<file path="src/rtl/serial_subtractor.sv">
// Digit-serial unsigned subtractor: diff_o = a_i - b_i, DIGIT bits per cycle, LSB digit first.
// Optional macro SERIAL_SUBTRACTOR_SATURATE_EN clamps diff_o to 0 when the final borrow is set.
//
// state  | meaning
// IDLE   | ready_o high, waiting for an operand handshake
// BUSY   | one digit subtracted per edge, K edges total
// DONE   | valid_o high, result held until ready_i
module serial_subtractor #(
    parameter int WIDTH = 32,
    parameter int DIGIT = 8
) (
    input  logic             clk_i,
    input  logic             rst_i,
    input  logic             valid_i,
    output logic             ready_o,
    input  logic [WIDTH-1:0] a_i,
    input  logic [WIDTH-1:0] b_i,
    output logic             valid_o,
    input  logic             ready_i,
    output logic [WIDTH-1:0] diff_o,
    output logic             borrow_o
);

    localparam int K     = WIDTH / DIGIT;
    localparam int CNT_W = (K > 1) ? $clog2(K) : 1;
    localparam logic [CNT_W-1:0] CNT_LAST = CNT_W'(K - 1);

    localparam logic [1:0] S_IDLE = 2'd0;
    localparam logic [1:0] S_BUSY = 2'd1;
    localparam logic [1:0] S_DONE = 2'd2;

    logic [1:0]       state_q, state_d;
    logic [WIDTH-1:0] a_q, a_d;
    logic [WIDTH-1:0] b_q, b_d;
    logic [WIDTH-1:0] work_q, work_d;
    logic             borrow_q, borrow_d;
    logic [CNT_W-1:0] cnt_q, cnt_d;
    logic [WIDTH-1:0] diff_q, diff_d;
    logic             res_borrow_q, res_borrow_d;

    int               dig_lsb;
    logic [DIGIT-1:0] a_dig;
    logic [DIGIT-1:0] b_dig;
    logic [DIGIT:0]   digit_sub;

    // Extra top bit of digit_sub captures the borrow out of this digit.
    always_comb begin
        dig_lsb   = int'(cnt_q) * DIGIT;
        a_dig     = a_q[dig_lsb +: DIGIT];
        b_dig     = b_q[dig_lsb +: DIGIT];
        digit_sub = {1'b0, a_dig} - {1'b0, b_dig} - {{DIGIT{1'b0}}, borrow_q};
    end

    always_comb begin
        state_d      = state_q;
        a_d          = a_q;
        b_d          = b_q;
        work_d       = work_q;
        borrow_d     = borrow_q;
        cnt_d        = cnt_q;
        diff_d       = diff_q;
        res_borrow_d = res_borrow_q;

        case (state_q)
            S_IDLE: begin
                if (valid_i) begin
                    a_d      = a_i;
                    b_d      = b_i;
                    borrow_d = 1'b0;
                    cnt_d    = '0;
                    state_d  = S_BUSY;
                end
            end
            S_BUSY: begin
                work_d[dig_lsb +: DIGIT] = digit_sub[DIGIT-1:0];
                borrow_d                 = digit_sub[DIGIT];
                cnt_d                    = cnt_q + CNT_W'(1);
                if (cnt_q == CNT_LAST) begin
                    cnt_d        = '0;
                    state_d      = S_DONE;
                    res_borrow_d = digit_sub[DIGIT];
`ifdef SERIAL_SUBTRACTOR_SATURATE_EN
                    diff_d = digit_sub[DIGIT] ? '0 : work_d;
`else
                    diff_d = work_d;
`endif
                end
            end
            S_DONE: begin
                if (ready_i) begin
                    state_d = S_IDLE;
                end
            end
            default: begin
                state_d = S_IDLE;
            end
        endcase
    end

    always_ff @(posedge clk_i) begin
        if (rst_i) begin
            state_q      <= S_IDLE;
            a_q          <= '0;
            b_q          <= '0;
            work_q       <= '0;
            borrow_q     <= 1'b0;
            cnt_q        <= '0;
            diff_q       <= '0;
            res_borrow_q <= 1'b0;
        end else begin
            state_q      <= state_d;
            a_q          <= a_d;
            b_q          <= b_d;
            work_q       <= work_d;
            borrow_q     <= borrow_d;
            cnt_q        <= cnt_d;
            diff_q       <= diff_d;
            res_borrow_q <= res_borrow_d;
        end
    end

    assign ready_o  = (state_q == S_IDLE);
    assign valid_o  = (state_q == S_DONE);
    assign diff_o   = diff_q;
    assign borrow_o = res_borrow_q;

endmodule

</file>
<file path="config.mk">
export PLATFORM = sky130hd
export DESIGN_NAME = serial_subtractor
export DESIGN_NICKNAME = d
export VERILOG_FILES = /design/src/rtl/serial_subtractor.sv
export SDC_FILE = /design/constraint.sdc
export NUM_CORES = 1
export LEC_CHECK = 0
export BUFFER_PORTS_ARGS = -buffer_cell sky130_fd_sc_hd__buf_2
export CAP_MARGIN = 10
export CORE_UTILIZATION = 55
export CTS_CLUSTER_DIAMETER = 60
export DETAILED_ROUTE_END_ITERATION = 8
export GPL_TIMING_DRIVEN = 0
export PLACE_DENSITY = 0.79
export SYNTH_ARGS = -nofsm -noshare
export SYNTH_HDL_FRONTEND = slang
export SYNTH_SLANG_ARGS = --single-unit
</file>
<file path="constraint.sdc">
create_clock -name clk_i -period 4.1 [get_ports clk_i]
set_input_delay 0.82 -clock clk_i [delete_from_list [all_inputs] [get_ports clk_i]]
set_output_delay 0.82 -clock clk_i [all_outputs]
set_load 0.02 [all_outputs]
</file>
Word-level counts from Yosys, hierarchy flattened
Index checks and enable logic that the tools add are counted.
{"block": "word_totals", "output_inout_bits": 35, "rom_bits": 0, "reg_bits": 134, "wordCells": 38, "latchBits": 0, "inputBits": 68, "memories": 0, "ramBits": 0}
{"block": "classes", "add_sub_neg": 4, "eq_ne": 6, "shifts": 4, "order_cmp": 0, "n_bitwise": 0, "div": 0, "multipliers": 0, "mux": 10, "n_reduce_logical": 6}
{"operator": "$shiftx 32x6->8", "n": 2}
{"operator": "$neg 5->33", "n": 1}
{"operator": "$shift 8x33->32 const A", "n": 1}
{"operator": "$shiftx 8x33->32", "n": 1}
{"operator": "$bwmux 32", "n": 1}
{"operator": "$mux 2", "n": 5}
{"operator": "$sub 8x8->9", "n": 1}
{"operator": "$sub 9x1->9", "n": 1}
{"operator": "$pmux 2 s3", "n": 1}
{"operator": "$reduce_and 2->1", "n": 3}
{"operator": "$eq 2x2->1 const B", "n": 2}
{"operator": "$ne 2x2->1 const B", "n": 2}
{"operator": "$pmux 2 s2", "n": 1}
{"operator": "$reduce_and 3->1", "n": 1}
{"operator": "$add 2x1->2 const B", "n": 1}
{"operator": "$eq 2x1->1 const B", "n": 1}
{"operator": "$logic_not 2->1", "n": 1}
{"operator": "$ne 2x1->1 const B", "n": 1}
{"operator": "$pmux 1 s2", "n": 1}
{"operator": "$reduce_bool 2->1", "n": 1}
{"operator": "$mux 1", "n": 1}

Longest topological paths before layout
Gate-level depths: netlist (run 1).
{"block": "logic_depth", "word_depth": 5, "ltp_mapped": 12, "mapped_depth_nobuf": 10}

Worst setup path after synthesis (run 1)
Ideal clock, no wire load.
{"block": "synth_path", "kind": "reg-to-reg", "startpoint": "register cnt_q[0]", "endpoint": "register work_q[14]", "synth_period_minus_slack_ns": 3.392, "setup_slack_ns": 0.708, "stages_incl_launch_ff": 11, "n_path_buf": 2, "t_arrival_ns": 3.256, "required_time_ns": 3.964, "setup_time_ns": 0.136, "cell_sequence": "dfxtp_1 -> buf_2 -> buf_2 -> mux4_2 -> fa_1 -> fa_1 -> nor2b_1 -> o21ai_0 -> a21oi_1 -> xor2_1 -> o21ai_0"}
{"block": "synth_via", "elab_chain_cells": 5, "word_cells_on_any_way": 8, "cone_classes": "add/sub: 3; shift: 4; mux: 1"}
{"element": "from (decl)", "line_no": "37", "source": "logic [CNT_W-1:0] cnt_q, cnt_d;"}
{"element": "from (signal assigned)", "line_no": "116", "source": "cnt_q <= cnt_d;"}
{"element": "$shiftx 32x6->8, on equally long branches", "line_no": "49, 50"}
{"element": "$sub 8x8->9", "line_no": "51", "source": "digit_sub = {1'b0, a_dig} - {1'b0, b_dig} - {{DIGIT{1'b0}}, borrow_q};"}
{"element": "$sub 9x1->9", "line_no": "51"}
{"element": "$shiftx 8x33->32", "line_no": "75", "source": "work_d[dig_lsb +: DIGIT] = digit_sub[DIGIT-1:0];"}
{"element": "$bwmux 32 (*)", "line_no": "75"}
{"element": "to (signal assigned)", "line_no": "114", "source": "work_q <= work_d;"}
{"element": "to (decl)", "line_no": "35", "source": "logic [WIDTH-1:0] work_q, work_d;"}
Every way passes the cells marked *; elsewhere a longest branch is shown, timed or not.
A chain may end at the register's enable or synchronous reset.

Final worst setup path (run 1)
{"block": "layout_path", "startpoint": "register cnt_q[0]", "endpoint": "register diff_q[15], in the netlist diff_o[15]"}
{"block": "layout_via", "elab_chain_cells": 5, "word_cells_on_any_way": 10, "cone_classes": "add/sub: 3; eq/ne: 1; shift: 4; mux: 1; reduce/logical: 1"}
{"element": "$shiftx 32x6->8, on equally long branches", "line_no": "49, 50"}
{"element": "$sub 8x8->9", "line_no": "51"}
{"element": "$sub 9x1->9", "line_no": "51"}
{"element": "$shiftx 8x33->32", "line_no": "75"}
{"element": "$bwmux 32", "line_no": "75"}
{"element": "to (signal assigned)", "line_no": "117", "source": "diff_q <= diff_d;"}
{"element": "to (decl)", "line_no": "38", "source": "logic [WIDTH-1:0] diff_q, diff_d;"}
Parallel ways exist; a longest one is shown, timed or not.

==> flow_summary_export.csv, run 1 <==
group,metric,value,unit
final_layout,multi_input_area,2940,µm²
place,dpl_cell_area,6580,µm²
critical_path,path_cells,"clkbuf_4, clkbuf_4, mux4_2, ha_1, inv_1, ha_1, and3_1, a2111oi_0, o21ai_0, a311o_1, a31oi_1",
critical_path,crit_path_start_kind,"flop",
yosys,synth-seq-cells,134,
critical_path,cp.required,4.56,ns
critical_path,critical_path.slowest_cell,"mux4_2",
job,max-cap-violations,0,
critical_path,worstPathArrival,4.33,ns
floorplanning,die_h,106,µm
yosys,yosys_most_used_dff,"dfxtp_1",
detailed_routing,wl_per_cell,17.0,µm
min_path,hold_path_class,"flop to flop",
detailed_routing,final_antenna_net_count,0,
yosys,synth_adder_area_share,0.0449,
clocking,cts.htree.levels,4,
yosys,avgSynthCellArea,8.48,µm²
timing,finalCritPeriodShare,0.946,
floorplanning,pin_count,103,
yosys,synth-xor-area-share,0.00594,
clocking,cts_sinks,134,
final_layout,diodes,0,
timing,relSlewSlack,0.493,
global_route,grt_pass1_wl,26900,µm
floorplanning,die_x,106,µm
yosys,yosysWarnings,0,
timing,finalCriticalPeriod,3.88,ns
timing,slew_violations,0,
detailed_routing,num_vias,5584,
power_and_ir_drop,p_switching,0.000985,W
critical_path,crit_type,"flop to flop",
final_layout,area_delta_synth_final,21.9,%
power_and_ir_drop,power_frac_seq,0.396,
power_and_ir_drop,pwr-share-clk,0.443,
final_layout,seq_area,2680,µm²
critical_path,endpoint_kind,"flop",
yosys,synth_top_family_by_area,"compound AO/OA/AOI/OAI gates",
power_and_ir_drop,irDropWorstVdd,0.000236,V
power_and_ir_drop,internal_power,0.00254,W
floorplanning,die-area,11100,µm²
yosys,synth_edf_count,0,
timing,finClkSkew,0.0116,ns
floorplanning,rows,37,
yosys,syn-num-nets,784,
global_route,antenna_found_initial,0,
critical_path,worstPathMaxFanout,10,
clocking,postCtsSetupBuffers,0,
yosys,ys_async_sr_fraction,0,
final_layout,layout-drive-gt1-share,0.188,
global_route,grt_max_degree,17,
detailed_routing,dr.first_iter.drc_count,374,
global_route,grt.overflow.total,0,
timing,hold_viol_final,0,
timing,fmax,258,MHz
final_layout,mostFrequentLayoutCell,"nand2_1",
global_route,grt_pass1_vias,5603,
clocking,clockRootBuffer,"clkbuf_8",
yosys,netlist_area,5900,µm²
power_and_ir_drop,p_leak,2.90,nW
detailed_routing,wirelength,16400,µm
place,numPortBuffers,101,
clocking,cts_tree,"built",
power_and_ir_drop,netSwitchingFraction,0.280,
timing,worst_pin_slew,0.756,ns
yosys,synth_mux_area_frac,0.0628,
final_layout,final_cell_mix,"nand2_1, dfxtp_1, buf_2, a21oi_1, nor2_1",
final_layout,n_fill_cell,841,
place,hpwl,11700,µm
global_route,gr-usage-all-layers,0.313,
yosys,synth_simple_gate_area_share,0.187,
detailed_routing,drc_errors,0,
yosys,synth-compound-area-share,0.196,
clocking,clk_pin_slew,0.06,ns
detailed_routing,first_pass_iters,5,
power_and_ir_drop,power_density,490,nW/µm²
final_layout,fin_area,7200,µm²
floorplanning,fp.coreArea,10400,µm²
critical_path,cpPeakStageDelay,0.55,ns
run_status,status,"completed",
floorplanning,start_util,0.569,
detailed_routing,routed_via_density,5.79,
place,gp_congestion,0.891,
yosys,seq_area_frac_synth,0.455,
yosys,netlist_instances,696,
timing,setup_violations,0,
power_and_ir_drop,p_comb_frac,0.161,
yosys,ys_types,46,
clocking,cts_hold_buf,0,
clocking,worst_skew_pair.late_latency,0.54,ns
timing,finalSetupTns,0,ns
clocking,cts_buffers,17,
clocking,clockBufferDepth,2,
timing,rsz0062_at_grt,"false",
final_layout,final_nets,904,
synthesized netlist by cell type, types with 2 or more instances:
cell      instances  area, µm²
nand2_1         154        578
dfxtp_1         134       2680
a21oi_1          90        450
nor2_1           58        218
clkbuf_1         38        143
a211oi_1         24        180
inv_1            22       82.6
ha_1             18        225
mux4_2           16        360
o21ai_0          15       75.1
nor3_1           14       70.1
a22oi_1          12       90.1
a221oi_1          8       70.1
a22o_1            8       70.1
and3_1            6       37.5
buf_2             6       30.0
a31oi_1           5       31.3
and2_1            5       31.3
nor2b_1           5       31.3
a211o_1           4       35.0
a21o_1            4       30.0
a32oi_1           4       35.0
buf_1             4       15.0
clkinv_1          4       15.0
nand2b_1          4       25.0
o21ai_1           4       20.0
or3b_1            4       35.0
nor4_1            3       18.8
fa_1              2       40.0
nand3_1           2       10.0
o21a_1            2       15.0
xnor2_1           2       17.5
xor2_1            2       17.5
final timing paths:
path | startpoint | end | slack (ns) | depth (start not counted)
worst max-delay path | cnt_q[0]$_SDFFE_PP0P_ | diff_o[15]$_SDFFE_PP0P_ | 0.22 | 11
worst min-delay path | work_q[31]$_SDFFE_PP0P_ | work_q[31]$_SDFFE_PP0P_ | 0.45 | 2
worst max register to register | cnt_q[0]$_SDFFE_PP0P_ | diff_o[15]$_SDFFE_PP0P_ | 0.22 | 11
worst min register to register | work_q[31]$_SDFFE_PP0P_ | work_q[31]$_SDFFE_PP0P_ | 0.45 | 2
state kept, by name, summed over array words and instances (netlist names):
register and cells:
a_q 32, b_q 32, diff_o 32, work_q 32, cnt_q 2, state_q 2
borrow_o 1, borrow_q 1
per-layer routing:
metal  GRT usage  up-vias  routed length (µm)
met5           0        -                   0
met4       0.156        0                 592
met3      0.0618       49                1190
met2       0.539      265                8110
met1       0.370     2614                6510
li1            -     2656                   -
through the flow:
| stage | setup slack [ns] | total power [W] | util | hold slack (ns) | cells |
|---|---|---|---|---|---|
| final | 0.222 | 0.00352 | 0.694 | 0.447 | 965 |
| after global routing | 0.0143 | 0.00364 | 0.694 | 0.467 | 965 |
| after CTS | 0.0737 | 0.00351 | 0.694 | 0.450 | 965 |
| after detailed placement | 0.00399 | 0.00197 | 0.634 | 0.442 | 933 |
| after global placement | 0.0645 | 0.00194 | 0.634 | 0.436 | 933 |
| after floorplan | 0.708 | 0.00179 | - | 0.426 | 696 |
cell families after synthesis:
kind of cell    after synthesis
xor+xnor                      4
flops                       134
mux                          17
simple gates                261
fa+ha+maj                    20
buf+inv                      74
compound gates              186
what timing repair did:
action | 4_1_cts | 5_1_grt
setup endpoints to repair | 7 | 21
gates resized for setup | 1 | 2
hold endpoints to repair | 0 | 0
critical path, delay by kind of cell (launching register included):
kind / cells / cell delay, ns
AND/OR/NAND/NOR: 1 / 0.21
adder cells (fa/ha/maj): 2 / 0.67
multiplexers: 1 / 0.55
AO/OA/AOI/OAI: 4 / 1.18
buffers and inverters: 3 / 0.70
flip-flops: 1 / 0.49
power by group through the flow:
stage / Combinational (W) / Clock (W) / Sequential [W]
floorplan: 0.000379 / 0 / 0.00141
global placement: 0.000522 / 0 / 0.00142
detailed placement: 0.000542 / 0 / 0.00142
CTS: 0.000553 / 0.00156 / 0.00140
global route: 0.000620 / 0.00162 / 0.00140
finish: 0.000566 / 0.00156 / 0.00140
layout make-up:
type	instances	share of cell area
Sequential cell	134	0.373
Clock buffer	22	0.0643
Multi-Input combinational cell	488	0.409
Tap cell	136	0.0236
Inverter	26	0.0136
Timing Repair Buffer	101	0.0702
Clock inverter	10	0.0200
Buffer	48	0.0268
No activity file was read; power rests on OpenSTA's default activity.
==> run 2: changes to the inputs <==
- BUFFER_PORTS_ARGS: -buffer_cell sky130_fd_sc_hd__buf_2 -> -buffer_cell sky130_fd_sc_hd__clkbuf_2
==> run 2 against run 1 <==
Effect of this change:
- register-to-register slack got worse by 0.05 ns
- sequential power hardly changed
- non-clock buffer count down 1
- worst setup slack got worse by 0.052 ns
- sequential share of layout area up 0.35 points
- clock power down 9.6%
- utilization decreased by 0.64 points
- sequential cell count unchanged
- hold slack improved by 0.0066 ns
- critical path depth is the same
- cell area fell by 0.92%
- critical endpoint unchanged
- largest power group unchanged
==> flow_summary_export.csv, run 2 (synthesis gave the netlist of run 1 again) <==
group,metric,value,unit
global_route,grt_pass1_vias,5392,
timing,finClkSkew,0.00824,ns
critical_path,path_buf_inv,3,
place,hpwl,11700,µm
timing,setup_violations,0,
floorplanning,start_util,0.569,
final_layout,fin_util,0.688,
final_layout,fin_area,7130,µm²
timing,holdWs,0.453,ns
timing,relSlewSlack,0.478,
final_layout,finalNonFillerCells,964,
critical_path,crit_type,"flop to flop",
power_and_ir_drop,p_leak,2.85,nW
detailed_routing,wirelength,16400,µm
floorplanning,pin_count,103,
timing,finalSetupTns,0,ns
final_layout,mostFrequentLayoutCell,"nand2_1",
global_route,grt.overflow.total,0,
timing,finalCriticalPeriod,3.93,ns
clocking,cts_tree,"built",
min_path,hold_path_class,"flop to flop",
clocking,cts.htree.levels,4,
detailed_routing,num_vias,5642,
final_layout,area_delta_synth_final,20.8,%
min_path,hold_path_depth,2,
critical_path,cp.required,4.56,ns
final_layout,layout-drive-gt1-share,0.188,
floorplanning,die_x,106,µm
critical_path,path_depth,11,
final_layout,n_fill_cell,858,
clocking,postCtsSetupBuffers,0,
clocking,clockRootBuffer,"clkbuf_8",
final_layout,diodes,0,
critical_path,cp_top_family,"compound AO/OA/AOI/OAI gates",
final_layout,final_nets,903,
clocking,clk_pin_slew,0.06,ns
critical_path,critical_path.slowest_cell,"mux4_2",
clocking,worst_skew_pair.late_latency,0.53,ns
critical_path,worstPathMaxFanout,10,
global_route,grt_max_degree,17,
critical_path,cpPeakStageDelay,0.56,ns
critical_path,worstPathArrival,4.39,ns
critical_path,crit_path_start_kind,"flop",
timing,slew_violations,0,
place,dp_cells,933,
clocking,cts_buffers,17,
critical_path,r2r_cells,11,
floorplanning,die_h,106,µm
critical_path,endpoint_kind,"flop",
floorplanning,fp.coreArea,10400,µm²
clocking,clockBufferDepth,2,
final_layout,final_cell_mix,"nand2_1, dfxtp_1, clkbuf_2, a21oi_1, nor2_1",
timing,hold_viol_final,0,
critical_path,path_cells,"buf_4, buf_4, mux4_2, ha_1, inv_1, ha_1, and3_1, a2111oi_0, o21ai_0, a311o_1, a31oi_1",
timing,rsz0062_at_grt,"false",
global_route,grt_pass1_wl,26500,µm
detailed_routing,wl_per_cell,17.0,µm
timing,fmax,254,MHz
floorplanning,rows,37,
floorplanning,die-area,11100,µm²
detailed_routing,drc_errors,0,
power_and_ir_drop,power_density,473,nW/µm²
timing,worst_pin_slew,0.778,ns
global_route,antenna_found_initial,0,
timing,finalCritPeriodShare,0.959,
place,numPortBuffers,101,
global_route,gr-usage-all-layers,0.306,
run_status,status,"completed",
detailed_routing,routed_via_density,5.85,
place,dpl_cell_area,6580,µm²
place,gp_congestion,0.884,
detailed_routing,dr.first_iter.drc_count,406,
detailed_routing,first_pass_iters,5,
job,max-cap-violations,0,
clocking,cts_sinks,134,
detailed_routing,final_antenna_net_count,0,
power_and_ir_drop,irDropWorstVdd,0.000317,V
[run 2: stage by stage]
stage          setup slack, ns  total power (W)
4_1_cts                 0.0564          0.00335
2_1_floorplan            0.708          0.00179
3_5_place_dp           -0.0506          0.00197
5_1_grt                 0.0144          0.00349
6_report                 0.170          0.00338
3_3_place_gp            0.0679          0.00194
[run 2: final timing paths]
kind | startpoint | slack, ns | end
worst min register to register | work_q[7]$_SDFFE_PP0P_ | 0.45 | work_q[7]$_SDFFE_PP0P_
worst min-delay path | work_q[7]$_SDFFE_PP0P_ | 0.45 | work_q[7]$_SDFFE_PP0P_
worst max-delay path | cnt_q[0]$_SDFFE_PP0P_ | 0.17 | diff_o[15]$_SDFFE_PP0P_
worst max register to register | cnt_q[0]$_SDFFE_PP0P_ | 0.17 | diff_o[15]$_SDFFE_PP0P_
[run 2: metal layers]
layer,global-route usage,vias to the layer above,share of wire
li1,-,2658,-
met5,0,-,0
met1,0.371,2636,0.39
met2,0.523,301,0.49
met4,0.137,0,0.031
met3,0.0662,47,0.085
[run 2: cell type report]
cell class	instances	area (µm²)	share of cell area
tap	136	170	0.0239
timing repair buffer	101	505	0.0709
buffer	47	189	0.0265
inverter	26	97.6	0.0137
clock inverter	13	123	0.0172
sequential	134	2680	0.376
clock buffer	19	422	0.0591
multi-input combinational	488	2940	0.413
[run 2: where the power goes]
part           leakage [nW]  total [W]  switching (W)  internal (W)
Sequential             1.09    0.00140      0.0000342       0.00136
Clock                 0.256    0.00141       0.000602      0.000810
Combinational          1.51   0.000566       0.000368      0.000198
Total                  2.85    0.00338        0.00100       0.00237
[run 2: repair_timing]
action | CTS | global route
setup endpoints to repair | 5 | 21
hold buffers | 0 | 0
endpoints found under the hold margin | 0 | 0
resized for setup | 1 | 4
[run 2: worst min-delay path: cells and delay by family, from the launching register on]
kind               cells  cell delay [ns]
and+or+nand+nor        1             0.05
DFF                    1             0.31
AOI/OAI and AO/OA      1             0.05
==> run 3: changes to the inputs <==
- PLACE_DENSITY: 0.79 -> 0.78
==> run 3 against run 2 <==
Effect of this change:
- global-route usage shrank 0.32 points
- routed wire length shrank 1.3%
- via count decreased by 2.2%
- count of clock-buffer cells in the layout did not move
- clock skew rose by 0.0011 ns
- hold slack lost 0.0038 ns
- largest cell class unchanged
- highest routed layer unchanged
==> flow_summary_export.csv, run 3 (synthesis gave the netlist of run 1 again) <==
group,metric,value,unit
clocking,worst_skew_pair.late_latency,0.53,ns
clocking,clk_pin_slew,0.06,ns
detailed_routing,first_pass_iters,5,
global_route,grt.overflow.total,0,
detailed_routing,wl_met2,7900,µm
place,hpwl,11600,µm
place,pre_cts_ws,-0.0484,ns
timing,hold_viol_final,0,
global_route,grt_pass1_vias,5456,
floorplanning,pin_count,103,
detailed_routing,routed_via_density,5.71,
detailed_routing,dr.max_layer_used,"met4",
min_path,hold_path_class,"flop to flop",
critical_path,crit_type,"flop to flop",
critical_path,crit_path_start_kind,"flop",
floorplanning,rows,37,
timing,finalSetupTns,0,ns
detailed_routing,num_vias,5519,
timing,setup_violations,0,
clocking,cts_sinks,134,
detailed_routing,wl_met1,6770,µm
final_layout,final_cell_mix,"nand2_1, dfxtp_1, clkbuf_2, a21oi_1, nor2_1",
job,max-cap-violations,0,
clocking,cts_hold_buf,0,
critical_path,worstPathMaxFanout,10,
global_route,gr-usage-all-layers,0.303,
detailed_routing,final_antenna_net_count,0,
timing,finalCritPeriodShare,0.943,
power_and_ir_drop,irDropWorstVdd,0.000321,V
power_and_ir_drop,power_density,491,nW/µm²
timing,worst_pin_slew,0.776,ns
power_and_ir_drop,p_leak,2.90,nW
floorplanning,die_h,106,µm
final_layout,fin_util,0.694,
critical_path,worstPathArrival,4.32,ns
timing,fin_ws,0.233,ns
critical_path,cp.required,4.55,ns
timing,finalCriticalPeriod,3.87,ns
floorplanning,start_util,0.569,
run_status,status,"completed",
timing,fmax,259,MHz
timing,finClkSkew,0.00931,ns
final_layout,final_nets,905,
final_layout,n_fill_cell,807,
clocking,clockRootBuffer,"clkbuf_8",
floorplanning,die_x,106,µm
timing,slew_violations,0,
clocking,cts.htree.levels,4,
detailed_routing,dr.first_iter.drc_count,283,
floorplanning,fp.coreArea,10400,µm²
final_layout,area_delta_synth_final,22.0,%
detailed_routing,met3WireLength,1030,µm
place,gp_congestion,0.921,
timing,rsz0062_at_grt,"false",
detailed_routing,drc_errors,0,
global_route,grt_pass1_wl,26200,µm
detailed_routing,wirelength,16100,µm
final_layout,diodes,0,
clocking,cts_buffers,17,
final_layout,layout-drive-gt1-share,0.189,
clocking,clockBufferDepth,2,
detailed_routing,wl_per_cell,16.7,µm
place,numPortBuffers,101,
timing,relSlewSlack,0.479,
clocking,cts_tree,"built",
global_route,antenna_found_initial,0,
global_route,grt_max_degree,17,
critical_path,endpoint_kind,"flop",
floorplanning,die-area,11100,µm²
final_layout,mostFrequentLayoutCell,"nand2_1",
run 3: layout make-up:
class	count	area, µm²	share of cell area
Clock buffer	19	422	0.0586
Clock inverter	13	181	0.0252
Timing Repair Buffer	102	513	0.0712
Inverter	26	97.6	0.0136
Tap cell	136	170	0.0236
Sequential cell	134	2680	0.373
Multi-Input combinational cell	488	2940	0.409
Buffer	48	193	0.0268
run 3: final timing paths:
check / startpoint / endpoint / slack (ns) / cells past startpoint
max: cnt_q[0]$_SDFFE_PP0P_ / diff_o[7]$_SDFFE_PP0P_ / 0.23 / 11
min: work_q[15]$_SDFFE_PP0P_ / work_q[15]$_SDFFE_PP0P_ / 0.45 / 2
max reg2reg: cnt_q[0]$_SDFFE_PP0P_ / diff_o[7]$_SDFFE_PP0P_ / 0.23 / 11
min reg2reg: work_q[15]$_SDFFE_PP0P_ / work_q[15]$_SDFFE_PP0P_ / 0.45 / 2
run 3: per-layer routing:
layer | track usage | vias to the layer above
met5 | 0 | -
met4 | 0.133 | 0
met3 | 0.0662 | 39
met2 | 0.522 | 226
met1 | 0.364 | 2587
li1 | - | 2667
run 3: critical path: stages, from the launching register on:
cell and delay [ns]:
dfxtp_1 0.49, clkbuf_4 0.33, clkbuf_4 0.32, mux4_2 0.58, ha_1 0.30, inv_1 0.04, ha_1 0.37, and3_1 0.19
a2111oi_0 0.35, o21ai_0 0.15, a311o_1 0.45, a31oi_1 0.20
run 3: timing repair:
action / 4_1_cts / 5_1_grt
endpoints found under the hold margin: 0 / 0
gates resized for setup: 1 / 2
pin swaps: 0 / 1
setup endpoints to repair: 8 / 20
setup buffers: 0 / 1
run 3: where the power goes:
group	switching, W	internal [W]
clock	0.000575	0.000985
combinational	0.000370	0.000207
sequential	0.0000346	0.00136
run 3: stage by stage:
step	cells	power (W)	hold slack [ns]	cell area (µm²)
6_report	966	0.00353	0.450	7200
5_1_grt	966	0.00366	0.460	7200
3_5_place_dp	933	0.00197	0.441	6580
2_1_floorplan	696	0.00179	0.426	5900
4_1_cts	965	0.00352	0.449	7190
3_3_place_gp	933	0.00194	0.437	6580
